--- src/rtl/mux8bit_rr_arbiter.sv ---
// Round-robin arbiter and sequencer that shares one registered output word between two requesters.
// Latency: request seen in IDLE -> grant next cycle -> word valid on out the cycle after; bursts stream one word per cycle.
// Backpressure: while out_valid && !out_ready no grant is issued; state, beat count and out are frozen until acceptance.
//
// Ports:
//   clk, rst_n          rising-edge clock, asynchronous active-low reset
//   req1/in1, req2/in2  requesters; each word is held stable until its grant
//   gnt1, gnt2          combinational; the word on inN is consumed this cycle
//   select              mux select, 0 = in1, 1 = in2 (decoded from the registered state)
//   out, out_valid      registered output word and its valid flag
//   out_ready           downstream accepts out this cycle
//   cnt1, cnt2          saturating 16-bit grant counters, present only when ARB_STATS_EN is defined
//
// Optional feature macro: ARB_STATS_EN (adds the cnt1/cnt2 statistics outputs).

module mux8bit_rr_arbiter #(
    parameter int WIDTH     = 8,
    parameter int MAX_BURST = 4
) (
    input  logic             clk,
    input  logic             rst_n,
    input  logic             req1,
    input  logic [WIDTH-1:0] in1,
    input  logic             req2,
    input  logic [WIDTH-1:0] in2,
    output logic             gnt1,
    output logic             gnt2,
    output logic             select,
    output logic [WIDTH-1:0] out,
    output logic             out_valid,
    input  logic             out_ready
`ifdef ARB_STATS_EN
    ,
    output logic [15:0]      cnt1,
    output logic [15:0]      cnt2
`endif
);

    // The beat counter only ever holds 0 .. MAX_BURST-1: the beat that would
    // reach MAX_BURST wraps it straight back to zero.
    localparam int               CNT_W     = (MAX_BURST > 1) ? $clog2(MAX_BURST) : 1;
    localparam logic [CNT_W-1:0] LAST_BEAT = CNT_W'(MAX_BURST - 1);

    typedef enum logic [1:0] {
        ST_IDLE = 2'd0,
        ST_GNT1 = 2'd1,
        ST_GNT2 = 2'd2
    } state_t;

    // ------------------------------------------------------------------
    // State
    // ------------------------------------------------------------------
    state_t             r_state;
    logic [CNT_W-1:0]   r_beat_cnt;
    logic               r_last2;      // 1: requester 2 was served most recently
    logic [WIDTH-1:0]   r_out;
    logic               r_out_valid;

    // ------------------------------------------------------------------
    // Combinational decode
    // ------------------------------------------------------------------
    state_t             w_state_nxt;
    logic [CNT_W-1:0]   w_cnt_nxt;
    logic               w_last2_nxt;
    logic               w_load;
    logic               w_gnt1;
    logic               w_gnt2;
    logic               w_gnt_any;
    logic               w_select;
    logic               w_burst_end;
    logic [WIDTH-1:0]   w_word;

    // The output register can take a new word when it is empty or being
    // drained this very cycle.
    assign w_load      = !r_out_valid || out_ready;
    assign w_burst_end = (r_beat_cnt == LAST_BEAT);
    assign w_select    = (r_state == ST_GNT2);
    assign w_word      = w_select ? in2 : in1;
    assign w_gnt_any   = w_gnt1 || w_gnt2;

    always_comb begin
        w_state_nxt = r_state;
        w_cnt_nxt   = r_beat_cnt;
        w_last2_nxt = r_last2;
        w_gnt1      = 1'b0;
        w_gnt2      = 1'b0;

        case (r_state)
            ST_IDLE: begin
                // No grants here; only pick the next owner. On contention
                // the requester not served last wins.
                w_cnt_nxt = '0;
                if (req1 && req2) begin
                    w_state_nxt = r_last2 ? ST_GNT1 : ST_GNT2;
                end else if (req1) begin
                    w_state_nxt = ST_GNT1;
                end else if (req2) begin
                    w_state_nxt = ST_GNT2;
                end
            end

            ST_GNT1: begin
                w_gnt1 = req1 && w_load;
                if (!req1) begin
                    // Owner went away: hand over directly, no idle bubble.
                    w_state_nxt = req2 ? ST_GNT2 : ST_IDLE;
                    w_cnt_nxt   = '0;
                end else if (w_gnt1) begin
                    w_last2_nxt = 1'b0;
                    if (w_burst_end) begin
                        // Burst quota used up; yield only if someone waits,
                        // otherwise start a fresh burst in place.
                        w_cnt_nxt = '0;
                        if (req2) begin
                            w_state_nxt = ST_GNT2;
                        end
                    end else begin
                        w_cnt_nxt = r_beat_cnt + CNT_W'(1);
                    end
                end
            end

            ST_GNT2: begin
                w_gnt2 = req2 && w_load;
                if (!req2) begin
                    w_state_nxt = req1 ? ST_GNT1 : ST_IDLE;
                    w_cnt_nxt   = '0;
                end else if (w_gnt2) begin
                    w_last2_nxt = 1'b1;
                    if (w_burst_end) begin
                        w_cnt_nxt = '0;
                        if (req1) begin
                            w_state_nxt = ST_GNT1;
                        end
                    end else begin
                        w_cnt_nxt = r_beat_cnt + CNT_W'(1);
                    end
                end
            end

            default: begin
                w_state_nxt = ST_IDLE;
                w_cnt_nxt   = '0;
            end
        endcase
    end

    // ------------------------------------------------------------------
    // Sequencer registers
    // ------------------------------------------------------------------
    always_ff @(posedge clk or negedge rst_n) begin
        if (!rst_n) begin
            r_state    <= ST_IDLE;
            r_beat_cnt <= '0;
            r_last2    <= 1'b1;   // so requester 1 is served first after reset
        end else begin
            r_state    <= w_state_nxt;
            r_beat_cnt <= w_cnt_nxt;
            r_last2    <= w_last2_nxt;
        end
    end

    // ------------------------------------------------------------------
    // Output register: capture on grant, drop valid when drained idle
    // ------------------------------------------------------------------
    always_ff @(posedge clk or negedge rst_n) begin
        if (!rst_n) begin
            r_out       <= '0;
            r_out_valid <= 1'b0;
        end else if (w_gnt_any) begin
            r_out       <= w_word;
            r_out_valid <= 1'b1;
        end else if (out_ready) begin
            r_out_valid <= 1'b0;
        end
    end

    assign gnt1      = w_gnt1;
    assign gnt2      = w_gnt2;
    assign select    = w_select;
    assign out       = r_out;
    assign out_valid = r_out_valid;

`ifdef ARB_STATS_EN
    // ------------------------------------------------------------------
    // Grant statistics, saturating
    // ------------------------------------------------------------------
    logic [15:0] r_cnt1;
    logic [15:0] r_cnt2;

    always_ff @(posedge clk or negedge rst_n) begin
        if (!rst_n) begin
            r_cnt1 <= '0;
            r_cnt2 <= '0;
        end else begin
            if (w_gnt1 && (r_cnt1 != 16'hFFFF)) begin
                r_cnt1 <= r_cnt1 + 16'd1;
            end
            if (w_gnt2 && (r_cnt2 != 16'hFFFF)) begin
                r_cnt2 <= r_cnt2 + 16'd1;
            end
        end
    end

    assign cnt1 = r_cnt1;
    assign cnt2 = r_cnt2;
`endif

endmodule

--- config.mk ---
export PLATFORM = sky130hd
export DESIGN_NAME = mux8bit_rr_arbiter
export DESIGN_NICKNAME = d
export VERILOG_FILES = /design/src/rtl/mux8bit_rr_arbiter.sv
export SDC_FILE = /design/constraint.sdc
export NUM_CORES = 1
export LEC_CHECK = 0
export BUFFER_PORTS_ARGS = -buffer_cell sky130_fd_sc_hd__buf_4
export CORE_UTILIZATION = 25
export DETAILED_ROUTE_END_ITERATION = 12
export PLACE_DENSITY_LB_ADDON = 0.3
export SLEW_MARGIN = 15
export SYNTH_ARGS = -nofsm -noshare
export SYNTH_HDL_FRONTEND = slang
export SYNTH_SLANG_ARGS = --single-unit
--- constraint.sdc ---
create_clock -name clk -period 2.15 [get_ports clk]
set_clock_uncertainty 0.05 [all_clocks]
set_input_delay 0.3225 -clock clk [delete_from_list [all_inputs] [get_ports clk]]
set_output_delay 0.3225 -clock clk [all_outputs]
set_load 0.02 [all_outputs]
==> run metrics <==
commonest non-fill, non-tap cells in the layout=buf_4, nor2_1, dfrtp_1; # rows=21; unrepaired setup endpoints after global routing=false; CTS tree=done; Die Span Y=62.86 µm; leakage=0.5885 nW; Critical Path Sink Type=output pin; Initial DRC Count=19; vias in the first global route=798; ANT cells=0; first-pass GRT wire length=3381 µm; Total Routing Usage GR=10.80%; Synth Register Bits=14; Post-Synthesis Cells=95; Max Slew Vio Count=0; largest net degree at the start of global routing=17; worst skew pair latency=0.24 ns; peak supply drop=502.2 µV; final setup fails=0; number of remaining DRC errors=0; Least-Margin Pin Slew=0.4352 ns; Min Clock Period, post-route=1.824 ns; hpwl dp=1587 µm; status=finished, final reports clean; total grt overflow=0; synthesis-to-finish area growth=34.46%; Initial Utilization=26.90%; Critical Path Source Type=register; CTS Buffer Depth=2; worst hold slack=0.3288 ns; Final Power=1.597 mW; sequential element share of the synthesized area=37.97%; initial antenna violation count=0; TNS Setup=0 ns; max_cap viols=0; critical path class=register to output pin; # Post-CTS Setup Buffers=0; Critical Path Fanout Max=6; drt via density=4.531; GP Congestion=0.7951; Synth Net Count=123; WL final=1986 µm; mean post-synth cell area=9.746 µm²; crit-path cells=inv_1 -> ha_1 -> nand2_4 -> nor2_1 -> buf_4; Unique masters post-synth=27; CP arrival=1.45 ns; core area=3442 µm²; PwrDens=1283 nW/µm²; Die X=62.86 µm; Crit path required time=1.78 ns; Worst Hold Depth=3; 1st-pass router iterations=3; share of layout cells above drive strength 1=35.66%; routed length per instance=11.35 µm; # resized after CTS=0; Die Footprint=3951 µm²; post-route ant nets=0; CP max stage delay=0.43 ns; Port Buffers=32; Final nets=158; commonest non-fill, non-tap cell in the layout=buf_4; clock-pin transition on the worst setup and hold timing paths=0.06 ns; TritonCTS Buffers=3; CTS Hold Bufs=1; Synth Cell Area=925.9 µm²; upper clock frequency limit=548.3 MHz; Num Clock Sinks=14; final hold violation count=0; io pins=33; DR vias=793; final worst-path cycle share=84.83%; Worst slew margin=70.93%; Register-to-Register Path Depth=6; worst min path class=input port to register; YS warnings=0; root buffer cell=clkbuf_8; H-tree depth=1; critical path's slowest cell=dfrtp_1
## registers in the layout, summed over array words and instances, names as in the netlist
name        count
r_state         2
out_valid       1
r_beat_cnt      2
out             8
r_last2         1
## stage by stage
| stage | setup WS, ns | util [%] | instances | cell area, µm² |
|---|---|---|---|---|
| after floorplan | 0.5034 | - | 95 | 925.9 |
| after global placement | 0.4765 | 34.57 | 170 | 1190 |
| after detailed placement | 0.4355 | 34.57 | 170 | 1190 |
| after CTS | 0.3118 | 36.17 | 175 | 1245 |
| after global routing | 0.2111 | 36.17 | 175 | 1245 |
| final | 0.3262 | 36.17 | 175 | 1245 |
## critical path, delay by kind of cell (launching register included)
kind,cells,cell delay [ns]
and+or+nand+nor,2,0.18
adders and majority gates,1,0.30
buffers and inverters,2,0.29
DFF,1,0.43
## logic make-up (layout without fill, tap and decap cells)
kind of cell / Yosys count / after routing / share of synthesized area [%]
compound gates: 27 / 27 / 21.08
fa+ha+maj: 7 / 7 / 9.459
simple gates: 31 / 31 / 16.76
buf+inv: 8 / 42 / 6.081
mux: 8 / 8 / 8.649
flops: 14 / 14 / 37.97
## Yosys cell counts, drive strengths merged
cell     number  share of area [%]
nand3         4                2.2
nor2         16                6.5
nand2b        3                2.0
nor3b         1                1.4
o311ai        1               0.95
dfrtp        13                 35
a211o         1               0.95
a22oi         1                2.3
ha            7                9.5
o21ai         5                2.7
mux2i         8                8.6
a31oi         2                1.4
o22ai         1               0.68
a2bb2oi       1               0.95
nand2         5                3.1
or2b          1               0.81
and2b         1               0.81
o31ai         1               0.81
a21oi        14                 10
inv           4                1.6
buf           4                4.5
dfstp         1                2.8
## final cells by class
| class | instances | area (µm²) |
|---|---|---|
| clock buffer | 4 | 45.04 |
| sequential | 14 | 351.6 |
| inverter | 4 | 15.01 |
| timing repair buffer | 34 | 257.7 |
| fill | 337 | 2197 |
| multi-input combinational | 73 | 518.0 |
| tap | 46 | 57.56 |
## power by group
part / switching, mW / leakage (nW) / internal, mW
Combinational: 0.503 / 0.402 / 0.395
Clock: 0.0912 / 0.0228 / 0.131
Sequential: 0.0877 / 0.164 / 0.390
Total: 0.682 / 0.588 / 0.915
## worst paths after layout
| check | slack, ns | start | endpoint |
|---|---|---|---|
| min in group asynchronous | 0.42 | rst_n | out[2] |
| worst max-delay path | 0.33 | r_state[0] | gnt2 |
| worst min register to register | 0.47 | r_beat_cnt[0] | r_beat_cnt[0] |
| worst min-delay path | 0.33 | in1[1] | out[1] |
| worst max register to register | 0.45 | r_state[0] | out[3] |
| max in group asynchronous | 1.39 | rst_n | r_last2 |
## metal layers
metal,track usage [%],vias to the layer above,routed length [µm]
met5,0,-,0
met4,4.360,0,13
met2,17.80,28,917
li1,-,398,-
met1,13.45,365,940
met3,2.555,2,114
Power figures use the tool's default switching activity.
